`src/rtl/byte_divider.sv`:
```
// Restoring divider: one quotient bit per clock, start/busy/done handshake.
// Latency WIDTH_N cycles from accept to done (same-edge done for divide-by-zero).
module byte_divider #(
  parameter int WIDTH_N = 16,
  parameter int WIDTH_D = 8
) (
  input  logic               clk,
  input  logic               reset,
  input  logic               start,
  input  logic [WIDTH_N-1:0] dividend,
  input  logic [WIDTH_D-1:0] divisor,
  output logic               busy,
  output logic               done,
  output logic [WIDTH_N-1:0] quotient,
  output logic [WIDTH_D-1:0] remainder,
  output logic               div_by_zero
);

  localparam int CW = $clog2(WIDTH_N) + 1;

  typedef enum logic [1:0] {S_IDLE, S_DIVIDE, S_DONE} state_t;

  state_t             state, state_nxt;
  logic [WIDTH_N-1:0] q_sh, q_sh_nxt;
  logic [WIDTH_D:0]   p_rem, p_rem_nxt;
  logic [WIDTH_D-1:0] d_lat, d_lat_nxt;
  logic [CW-1:0]      cnt, cnt_nxt;
  logic [WIDTH_N-1:0] quot_nxt;
  logic [WIDTH_D-1:0] rem_nxt;
  logic               dbz_nxt, done_nxt;

  // P's MSB is always zero after a restore step; including it in the
  // trial value keeps the compare exact without changing the result.
  logic [WIDTH_D+1:0] trial;
  logic               ge;

  assign trial = {p_rem, q_sh[WIDTH_N-1]};
  assign ge    = (trial >= {2'b00, d_lat});
  assign busy  = (state == S_DIVIDE);

  always_comb begin
    state_nxt = state;
    q_sh_nxt  = q_sh;
    p_rem_nxt = p_rem;
    d_lat_nxt = d_lat;
    cnt_nxt   = cnt;
    quot_nxt  = quotient;
    rem_nxt   = remainder;
    dbz_nxt   = div_by_zero;
    done_nxt  = 1'b0;
    case (state)
      S_IDLE: begin
        if (start) begin
          if (divisor != '0) begin
            q_sh_nxt  = dividend;
            p_rem_nxt = '0;
            d_lat_nxt = divisor;
            cnt_nxt   = CW'(WIDTH_N);
            state_nxt = S_DIVIDE;
          end else begin
            quot_nxt  = '1;
            rem_nxt   = dividend[WIDTH_D-1:0];
            dbz_nxt   = 1'b1;
            done_nxt  = 1'b1;
            state_nxt = S_DONE;
          end
        end
      end
      S_DIVIDE: begin
        p_rem_nxt = ge ? (WIDTH_D+1)'(trial - {2'b00, d_lat}) : trial[WIDTH_D:0];
        q_sh_nxt  = {q_sh[WIDTH_N-2:0], ge};
        cnt_nxt   = cnt - CW'(1);
        if (cnt == CW'(1)) begin
          quot_nxt  = q_sh_nxt;
          rem_nxt   = p_rem_nxt[WIDTH_D-1:0];
          dbz_nxt   = 1'b0;
          done_nxt  = 1'b1;
          state_nxt = S_DONE;
        end
      end
      S_DONE:  state_nxt = S_IDLE;
      default: state_nxt = S_IDLE;
    endcase
  end

  always_ff @(posedge clk or negedge reset) begin
    if (!reset) begin
      state       <= S_IDLE;
      q_sh        <= '0;
      p_rem       <= '0;
      d_lat       <= '0;
      cnt         <= '0;
      quotient    <= '0;
      remainder   <= '0;
      div_by_zero <= 1'b0;
      done        <= 1'b0;
    end else begin
      state       <= state_nxt;
      q_sh        <= q_sh_nxt;
      p_rem       <= p_rem_nxt;
      d_lat       <= d_lat_nxt;
      cnt         <= cnt_nxt;
      quotient    <= quot_nxt;
      remainder   <= rem_nxt;
      div_by_zero <= dbz_nxt;
      done        <= done_nxt;
    end
  end

endmodule

```
`config.mk`:
```
export PLATFORM = sky130hd
export DESIGN_NAME = byte_divider
export DESIGN_NICKNAME = d
export VERILOG_FILES = /design/src/rtl/byte_divider.sv
export SDC_FILE = /design/constraint.sdc
export NUM_CORES = 1
export LEC_CHECK = 0
export ABC_CLOCK_PERIOD_IN_PS = 2200
export CORE_UTILIZATION = 55
export CTS_CLUSTER_DIAMETER = 50
export DETAILED_ROUTE_END_ITERATION = 10
export DONT_BUFFER_PORTS = 1
export GPL_ROUTABILITY_DRIVEN = 0
export PLACE_DENSITY = 0.85
export SYNTH_ARGS = -nofsm -noshare
export SYNTH_HDL_FRONTEND = slang
export SYNTH_SLANG_ARGS = --single-unit
```
`constraint.sdc`:
```
create_clock -name clk -period 2.2 [get_ports clk]
set_input_delay 0.44 -clock clk [delete_from_list [all_inputs] [get_ports clk]]
set_output_delay 0.44 -clock clk [all_outputs]
set_load 0.01 [all_outputs]
```
Yosys cells after proc, flatten, opt, wreduce, memory -nomap -nowiden
Index checks and enable logic that the tools add are counted.
{"block": "totals", "reg_bits": 66, "output_inout_bits": 27}
{"block": "classes", "mux": 30, "reduce_logical": 7, "eq_ne": 6, "order_cmp": 1, "n_addsub": 2}
{"op": "2-to-1 mux 16 bit", "n": 5}
{"op": "one-hot mux 16 bit (2 select lines)", "n": 2}
{"op": "2-to-1 mux 9 bit", "n": 3}
{"op": "2-to-1 mux 8 bit", "n": 3}
{"op": "one-hot mux 9 bit (2 select lines)", "n": 1}
{"op": "one-hot mux 8 bit (2 select lines)", "n": 1}
{"op": "greater-or-equal comparator 10 x 8 -> 1 bit", "n": 1}
{"op": "2-to-1 mux 5 bit", "n": 2}
{"op": "one-hot mux 5 bit (2 select lines)", "n": 1}
{"op": "subtractor 9 x 8 -> 9 bit", "n": 1}
{"op": "nonzero test 8 bit", "n": 1}
{"op": "2-to-1 mux 1 bit", "n": 6}
{"op": "2-to-1 mux 2 bit", "n": 3}
{"op": "!= test 2 bit, second input constant", "n": 3}
{"op": "AND reduction 3 bit", "n": 2}
{"op": "== test 5 x 1 -> 1 bit, second input constant", "n": 1}
{"op": "subtractor 5 x 1 -> 5 bit, second input constant", "n": 1}
{"op": "one-hot mux 1 bit (2 select lines)", "n": 2}
{"op": "one-hot mux 2 bit (2 select lines)", "n": 1}
{"op": "AND reduction 4 bit", "n": 1}
{"op": "== test 2 x 1 -> 1 bit, second input constant", "n": 1}
{"op": "logical NOT 2 bit", "n": 1}
{"op": "!= test 2 x 1 -> 1 bit, second input constant", "n": 1}
{"op": "AND reduction 2 bit", "n": 1}
{"op": "nonzero test 2 bit", "n": 1}

Logic depth before layout (Yosys ltp)
Gate-level depths: netlist of the first run.
{"block": "logic_depth", "word_depth": 4, "ltp_mapped": 10, "ltp_nobuf": 9}

Least setup slack after synthesis of the first run
No wires, ideal clock.
{"block": "synth_timing", "path_type": "reg-to-reg", "start": "register q_sh[15]", "end": "register remainder[0]", "n_path_buf": 0, "setup_slack_ns": 0.035, "required_time_ns": 2.113, "stages_incl_launch_ff": 10, "arrival_ns": 2.078, "cell_sequence": "dfrtp_1 -> inv_1 -> ha_1 -> inv_1 -> fa_1 -> a211oi_2 -> o21ai_1 -> a21oi_2 -> mux2_2 -> o211ai_1"}
{"block": "synth_between", "elab_chain_cells": 4}
{"item": "start: declaration", "line_no": "24", "rtl": "logic [WIDTH_N-1:0] q_sh, q_sh_nxt;"}
{"item": "start signal: assignment", "line_no": "99", "rtl": "q_sh <= q_sh_nxt;"}
{"item": "subtractor 9 x 8 -> 9 bit / greater-or-equal comparator 10 x 8 -> 1 bit (equally long branches)", "line_no": "70, 38"}
{"item": "2-to-1 mux 9 bit *", "line_no": "70", "rtl": "p_rem_nxt = ge ? (WIDTH_D+1)'(trial - {2'b00, d_lat}) : trial[WIDTH_D:0];"}
{"item": "2-to-1 mux 8 bit *", "line_no": "73", "rtl": "if (cnt == CW'(1)) begin"}
{"item": "one-hot mux 8 bit (2 select lines) *", "line_no": "51", "rtl": "case (state)"}
{"item": "end signal: assignment", "line_no": "104", "rtl": "remainder <= rem_nxt;"}
{"item": "end: declaration", "line_no": "15", "rtl": "output logic [WIDTH_D-1:0] remainder,"}
Every way passes the cells marked *; elsewhere a longest branch is shown, timed or not. The select of a mux whose other input is x is not followed.
A chain may end at the register's enable or synchronous reset.

Worst setup path after layout of the first run
Same ends and word-level chain as after synthesis.

==> results of run 1 <==
metal layers:
metal	share of wire, %	vias to the layer above	global-route usage [%]
met5	0	-	0
met4	2.5	0	11.8
met3	8.4	23	7.16
met2	48	145	42.7
met1	41	1368	35.7
li1	-	1269	-
layout make-up:
type	count	area, um^2
tap	75	93.8
timing repair buffer	16	163
sequential	66	1650
clock inverter	6	90.1
inverter	17	68.8
multi-input combinational	254	1590
fill	450	2140
clock buffer	10	128
synth_stat cells, types with 3 or more instances:
cell      number  area [um^2]
o22a_1         7         61.3
o211ai_1       5         37.5
a21o_1         3         22.5
a21oi_1       14         70.1
a31oi_1       17          106
nor3_1        11         55.1
o22ai_1        3         18.8
a211oi_1       5         37.5
and2_1         3         18.8
o21ai_0       18         90.1
nor2_1        50          188
ha_1          10          125
nand3_1        6         30.0
buf_2          8         40.0
dfrtp_1       66         1650
buf_6          3         33.8
a32oi_1        4         35.0
clkbuf_1       5         18.8
inv_1         15         56.3
nand2_1       54          203
xor2_1         4         35.0
buf_4          3         22.5
repair_timing:
action	4_1_cts	5_1_grt
resized for setup	4	13
pin swaps	2	8
setup endpoints to repair	13	15
hold endpoints to repair	66	0
setup buffers	0	3
hold buffers	2	0
through the flow:
stage | hold slack, ps | util [%] | cell area (um^2) | std cells
3_5_place_dp | 146 | 58.1 | 3440 | 423
3_3_place_gp | 146 | 58.1 | 3440 | 423
5_1_grt | 217 | 63.9 | 3780 | 444
4_1_cts | 204 | 62.7 | 3710 | 441
2_1_floorplan | 144 | - | 3360 | 356
6_report | 205 | 63.9 | 3780 | 444
cells by family (layout without fill, tap and decap cells):
| group | after synthesis | count (layout) | share of synthesized area, % |
|---|---|---|---|
| fa+ha+maj | 11 | 11 | 4.32 |
| buf+inv | 36 | 49 | 5.47 |
| mux | 3 | 3 | 0.968 |
| compound gates | 92 | 92 | 18.3 |
| flops | 66 | 66 | 49.2 |
| xor+xnor | 6 | 6 | 1.56 |
| simple gates | 142 | 142 | 20.3 |
worst min-delay path by stage:
stage	start	end	slack [ps]
floorplan	reset	cnt[0]	140
global placement	reset	q_sh[3]	150
detailed placement	reset	q_sh[3]	150
CTS	divisor[7]	d_lat[7]	200
global route	divisor[7]	d_lat[7]	220
finish	divisor[1]	d_lat[1]	200
power breakdown:
| part | internal, mW | switching, mW |
|---|---|---|
| Clock | 0.642 | 0.498 |
| Combinational | 1.47 | 2.06 |
| Sequential | 1.83 | 0.655 |
| Total | 3.95 | 3.22 |
flip-flops by register name (all words and copies together) (netlist names):
name	cells
cnt	5
div_by_zero	1
state	2
d_lat	8
done	1
p_rem	9
q_sh	16
remainder	8
quotient	16
==> flow_summary.ini, run 1 <==
[floorplan]
die_y_um = 80.2
core_um2 = 5920
die_area_um2 = 6420
rows = 28
io_pins = 54
start_util_pct = 56.7
die_x_um = 80.2

[global_route]
track_usage_pct = 27.3
grt_pass1_wl_mm = 12.9
grt_remaining_overflow = 0
grt_pass1_vias = 2562
grt_max_degree = 67
antenna_found_initial = 0

[routing]
antenna_left = 0
wl_per_cell_um = 19.2
drcViolationCount = 1
dr.pass1.iters = 8
wirelength_mm = 8.50
drtIter0Drc = 298
num_vias = 2805
via_per_inst = 6.32

[sta]
maxSlewHeadroom_pct = 66.9
period_share_pct = 102
worst_clock_skew_ps = 8.77
setup_violations = 6
setup-tns-final_ps = -118
max_freq_mhz = 446
rsz0062_at_grt = yes
period_minus_slack_ps = 2240
maxSlewViolCount = 0
hold_viol = 0
worstMarginPinSlew_ps = 497
worst_slack_ps = -42.9

[worst_setup_path]
crit_cells = 9
cp_num_buf_inv = 2
critical_path_class = flop to flop
setup.worst_path.end_class = flop
worstPathRequired_ps = 2460
path_delay_family = compound AO/OA/AOI/OAI gates
worstSetupEndpoint = remainder[0]
timing.rr.start = q_sh[15]
cp_slowest_stage_delay_ps = 400
arrival_ps = 2500
path_common_cell = inv_2
path_cells = inv_2 -> ha_4 -> inv_2 -> fa_2 -> a211oi_4 -> o21ai_2 -> a21oi_2 -> mux2_4 -> o211ai_1
critPathLaunchType = flop
r2r_slack_ps = -40
path_max_fanout = 3
r2r_cells = 9
critPathSlowestCell = dfrtp_1
rr_endpoint = remainder[0]
cp-startpoint = q_sh[15]

[cells_and_area]
antenna_cells = 0
syn2layout_area_growth_pct = 12.7
final_net_count = 402
final_cell_mix = dfrtp_1, nand2_1, nor2_1
drive_above_1_share_pct = 15.4
final_common_cell = dfrtp_1

[yosys]
synth-seq-area-share_pct = 49.2
syn_area_um2 = 3360
synthCells = 356
synth_ff_type = dfrtp_1
synthDistinctLibCells = 56
avgSynthCellArea_um2 = 9.44
ys_ff_latch = 66
synth-edff-count = 0
syn-num-nets = 394
yosysWarningCount = 0
async_flop_share_pct = 100

[clocking]
clk_latency_ps = 350
cts_sinks = 66
htree_levels = 3
clockBufferDepth = 2
clock-root-buffer = clkbuf_8
cts_made_buffers = 9
clkTransAtPathRegs_ps = 80
cts_tree = built

[placed_design]
pre_cts_slack_ps = -88.8
io_buffers = 0
hpwl_mm = 5.39

[status]
violations = DRC, setup timing
status = finished, violations left

[power_and_ir_drop]
ir_drop_mv = 0.828
totalPowerFinal_mw = 7.17
power.density_nw_per_um2 = 1890
p_leak_nw = 1.63

[worst_hold_path]
min_path_type = input pin to flop
hold_depth = 2

[run]
cap_violations = 0
Power figures use the tool's default switching activity.
==> run 2, diff against run 1 <==
SKIP_LAST_GASP = 1   (was unset)
==> run 2 against run 1 <==
Effect of this change: the flow still finishes with violations (DRC, setup timing); critical endpoint is now remainder[2]; clock skew shrank 2.3 ps; largest cell class unchanged; non-clock buffer count is the same; first-iteration DRC count grew 5.4%.
==> flow_summary.ini, run 2 (same netlist as run 1, synthesis figures left out) <==
[sta]
setup-tns-final_ps = -248
fin_hold_ws_ps = 206
max_freq_mhz = 442
worst_clock_skew_ps = 6.51
maxSlewHeadroom_pct = 67.3
period_share_pct = 103
worst_slack_ps = -62.9
rsz0062_at_grt = yes
period_minus_slack_ps = 2260
hold_viol = 0
worstMarginPinSlew_ps = 491
setup_violations = 7
maxSlewViolCount = 0

[routing]
dr.pass1.iters = 8
drtIter0Drc = 314
wl_per_cell_um = 19.1
num_vias = 2819
antenna_left = 0
drcViolationCount = 1
via_per_inst = 6.35
wirelength_mm = 8.48

[floorplan]
start_util_pct = 56.7
core_um2 = 5920
die_y_um = 80.2
rows = 28
die_x_um = 80.2
die_area_um2 = 6420
io_pins = 54

[worst_setup_path]
r2r_cells = 10
path_cells = inv_2 -> ha_4 -> inv_2 -> fa_2 -> a211oi_4 -> o21ai_2 -> a21oi_2 -> buf_6 -> nand3_1 -> a41oi_2
cp_slowest_stage_delay_ps = 400
critical_path_class = flop to flop
critPathSlowestCell = dfrtp_1
r2r_slack_ps = -60
setup.worst_path.end_class = flop
cp_num_buf_inv = 3
rr_endpoint = remainder[2]
critPathLaunchType = flop
path_common_cell = inv_2
timing.rr.start = q_sh[15]
arrival_ps = 2530
path_max_fanout = 9
worstPathRequired_ps = 2470
path_delay_family = compound AO/OA/AOI/OAI gates

[cells_and_area]
final_common_cell = dfrtp_1
syn2layout_area_growth_pct = 12.3
drive_above_1_share_pct = 14.9
antenna_cells = 0
final_net_count = 402
final_cell_mix = dfrtp_1, nand2_1, nor2_1
reg_top3 = q_sh (16), quotient (16), p_rem (9)

[clocking]
clk_latency_ps = 350
clkTransAtPathRegs_ps = 80
htree_levels = 3
cts_made_buffers = 9
cts_sinks = 66
clock-root-buffer = clkbuf_8
cts_tree = built
clockBufferDepth = 2

[status]
status = finished, violations left
violations = DRC, setup timing

[global_route]
grt_pass1_vias = 2562
grt_max_degree = 67
grt_remaining_overflow = 0
grt_pass1_wl_mm = 12.9
antenna_found_initial = 0
track_usage_pct = 27.3

[power_and_ir_drop]
power.density_nw_per_um2 = 1890
p_leak_nw = 1.64
ir_drop_mv = 0.824

[worst_hold_path]
hold-path-endpoint = d_lat[1]
hold_start = divisor[1]
hold_depth = 2
min_path_type = input pin to flop

[placed_design]
io_buffers = 0
hpwl_mm = 5.39
pre_cts_slack_ps = -88.8

[run]
cap_violations = 0
[run 2: cell types whose count changed in the layout (fill, tap and decap cells not counted)]
cell,previous run,this run
nand3_2,1,0
nand3_1,5,6
ha_1,8,9
buf_6,2,1
buf_4,11,12
ha_2,1,0
[run 2: worst max-delay path by stage]
stage	startpoint	to	slack, ps	cells after the start
floorplan	q_sh[15]	remainder[0]	30	9
global placement	q_sh[15]	remainder[2]	-0.2	10
detailed placement	q_sh[15]	remainder[0]	-90	9
CTS	q_sh[15]	remainder[0]	10	9
global route	q_sh[15]	remainder[0]	-130	9
finish	q_sh[15]	remainder[2]	-60	10
[run 2: layer usage]
layer / wire (um) / track usage, % / part of all wire [%]
met1: 3520 / 35.7 / 42
met2: 4010 / 42.7 / 47
met3: 745 / 7.16 / 8.8
met4: 201 / 11.8 / 2.4
met5: 0 / 0 / 0
[run 2: layout make-up]
class | instances | area (um^2)
Inverter | 17 | 68.8
Fill cell | 449 | 2150
Timing Repair Buffer | 16 | 159
Tap cell | 75 | 93.8
Sequential cell | 66 | 1650
Clock inverter | 6 | 90.1
Clock buffer | 10 | 128
Multi-Input combinational cell | 254 | 1580
[run 2: stage by stage]
stage / power (mW) / instances / area, um^2 / utilization [%]
2_1_floorplan: 4.74 / 356 / 3360 / -
3_3_place_gp: 5.37 / 423 / 3440 / 58.1
3_5_place_dp: 5.56 / 423 / 3440 / 58.1
4_1_cts: 6.83 / 441 / 3710 / 62.7
5_1_grt: 7.63 / 444 / 3770 / 63.7
6_report: 7.14 / 444 / 3770 / 63.7
[run 2: where the power goes]
part / internal (mW) / leakage (nW) / total (mW) / switching, mW
sequential: 1.83 / 0.778 / 2.49 / 0.650
combinational: 1.45 / 0.751 / 3.51 / 2.06
clock: 0.642 / 0.107 / 1.14 / 0.500
total: 3.93 / 1.64 / 7.14 / 3.21
[run 2: worst register-to-register path: stages, from the launching register on]
cell,delay (ps)
dfrtp_1,400
inv_2,80
ha_4,130
inv_2,40
fa_2,380
a211oi_4,280
o21ai_2,120
a21oi_2,230
buf_6,160
nand3_1,150
a41oi_2,220
[run 2: repair_timing]
item                                   4_1_cts  5_1_grt
buffers inserted                             0        3
gates resized for setup                      4       10
endpoints found under the hold margin       66        0
pin swaps                                    2        6
hold buffers                                 2        0
gates cloned                                 0        0
setup endpoints to repair                   13       15
==> run 3, diff against run 2 <==
CORE_MARGIN = 4   (was unset)
==> run 3 against run 2 <==
Effect of this change: the flow now finishes without violations; worst setup slack improved by 90 ps; cell count decreased by 0.45%; wire length down 5.2%; non-clock buffer count shrank 2; fmax grew 4.1%; sequential power about the same.
==> flow_summary.ini, run 3 (same netlist as run 1, synthesis figures left out) <==
[floorplan]
die_y_um = 86.2
die_x_um = 86.2
core_um2 = 5920
start_util_pct = 56.7
rows = 28
die_area_um2 = 7420
io_pins = 54

[worst_setup_path]
critPathLaunchType = flop
critPathSlowestCell = dfrtp_1
rr_endpoint = remainder[2]
critical_path_class = flop to flop
crit_cells = 10
path_max_fanout = 12
path_delay_family = compound AO/OA/AOI/OAI gates
setup.worst_path.end_class = flop
cp_num_buf_inv = 3
cp-startpoint = q_sh[15]
path_cells = inv_2 -> ha_4 -> inv_2 -> fa_2 -> a211oi_4 -> o21ai_2 -> a21oi_2 -> buf_6 -> nand3_1 -> a41oi_1
r2r_cells = 10
arrival_ps = 2440
r2r_slack_ps = 30
worstSetupEndpoint = remainder[2]
timing.rr.start = q_sh[15]
worstPathRequired_ps = 2470
cp_slowest_stage_delay_ps = 390
path_common_cell = inv_2

[cells_and_area]
antenna_cells = 0
post-route-cell-area_um2 = 3800
final_cell_mix = dfrtp_1, nand2_1, nor2_1
reg_top3 = q_sh (16), quotient (16), p_rem (9)
final_net_count = 400
syn2layout_area_growth_pct = 13.2
drive_above_1_share_pct = 15.3
final_common_cell = dfrtp_1
fin_cells = 442

[sta]
maxSlewHeadroom_pct = 21.2
worstMarginPinSlew_ps = 1180
maxSlewViolCount = 0
period_share_pct = 98.8
hold_viol = 0
worst_clock_skew_ps = 9.06
worst_slack_ps = 27.0
setup_violations = 0
setup-tns-final_ps = 0
rsz0062_at_grt = yes
period_minus_slack_ps = 2170
max_freq_mhz = 460

[placed_design]
io_buffers = 0
hpwl_mm = 5.43
pre_cts_slack_ps = -76.9
dp_cells = 423
placed_area_um2 = 3420

[power_and_ir_drop]
ir_drop_mv = 0.772
totalPowerFinal_mw = 7.31
p_leak_nw = 1.65
power.density_nw_per_um2 = 1920

[clocking]
clock-root-buffer = clkbuf_8
clk_latency_ps = 360
clockBufferDepth = 2
htree_levels = 3
cts_made_buffers = 9
clkTransAtPathRegs_ps = 80
cts_sinks = 66
cts_tree = built

[routing]
dr.pass1.iters = 5
wl_per_cell_um = 18.2
antenna_left = 0
drcViolationCount = 0
drtIter0Drc = 286
wirelength_mm = 8.04
num_vias = 2702
via_per_inst = 6.11

[run]
cap_violations = 0

[worst_hold_path]
min_path_type = input pin to flop
hold_depth = 2

[global_route]
antenna_found_initial = 0
grt_remaining_overflow = 0
grt_max_degree = 67
grt_pass1_wl_mm = 12.8
track_usage_pct = 22.4
grt_pass1_vias = 2591

[status]
status = complete, no violations
[run 3: cell count changes in the layout (fill, tap and decap cells not counted), sizes merged]
cell	previous run	this run
bufinv	2	4
clkinvlp	1	0
buf	15	13
inv	18	17
[run 3: layout make-up]
class | instances | area (um^2)
clock buffer | 10 | 138
clock inverter | 6 | 138
fill | 451 | 2120
inverter | 17 | 68.8
multi-input combinational | 254 | 1580
sequential | 66 | 1650
tap | 75 | 93.8
timing repair buffer | 14 | 131
[run 3: metrics by stage]
stage               hold WS [ps]  utilization [%]
finish                       201             64.2
global route                 197             64.2
detailed placement           146             57.8
global placement             147             57.8
floorplan                    144                -
CTS                          194             63.4
[run 3: power by group]
part | switching [mW] | total [mW] | internal (mW)
Clock | 0.507 | 1.41 | 0.902
Sequential | 0.626 | 2.46 | 1.84
Combinational | 2.00 | 3.44 | 1.44
Total | 3.13 | 7.31 | 4.18
[run 3: worst register-to-register path: cells and delay by family (launching register included)]
kind	cells	cell delay (ps)
compound gates	4	810
buf+inv	3	280
fa+ha+maj	2	500
simple gates	1	100
flops	1	390
[run 3: repair_timing]
action	in CTS	in global routing
setup endpoints to repair	12	15
setup buffers	0	1
hold endpoints to repair	66	0
hold buffers	2	0
resized for setup	4	12
pin swaps	3	1
[run 3: worst min path at each step]
stage / startpoint / endpoint / slack (ps)
floorplan: reset / cnt[0] / 140
global placement: reset / q_sh[3] / 150
CTS: divisor[1] / d_lat[1] / 190
global route: divisor[3] / d_lat[3] / 200
finish: divisor[1] / d_lat[1] / 200
detailed placement: reset / q_sh[3] / 150
[run 3: metal layers]
layer | up-vias | GRT usage (%) | share of wire [%]
li1 | 1267 | - | -
met1 | 1308 | 29.7 | 42
met3 | 8 | 9.61 | 11
met5 | - | 0 | 0
met2 | 119 | 32.9 | 46
met4 | 0 | 7.48 | 1.2
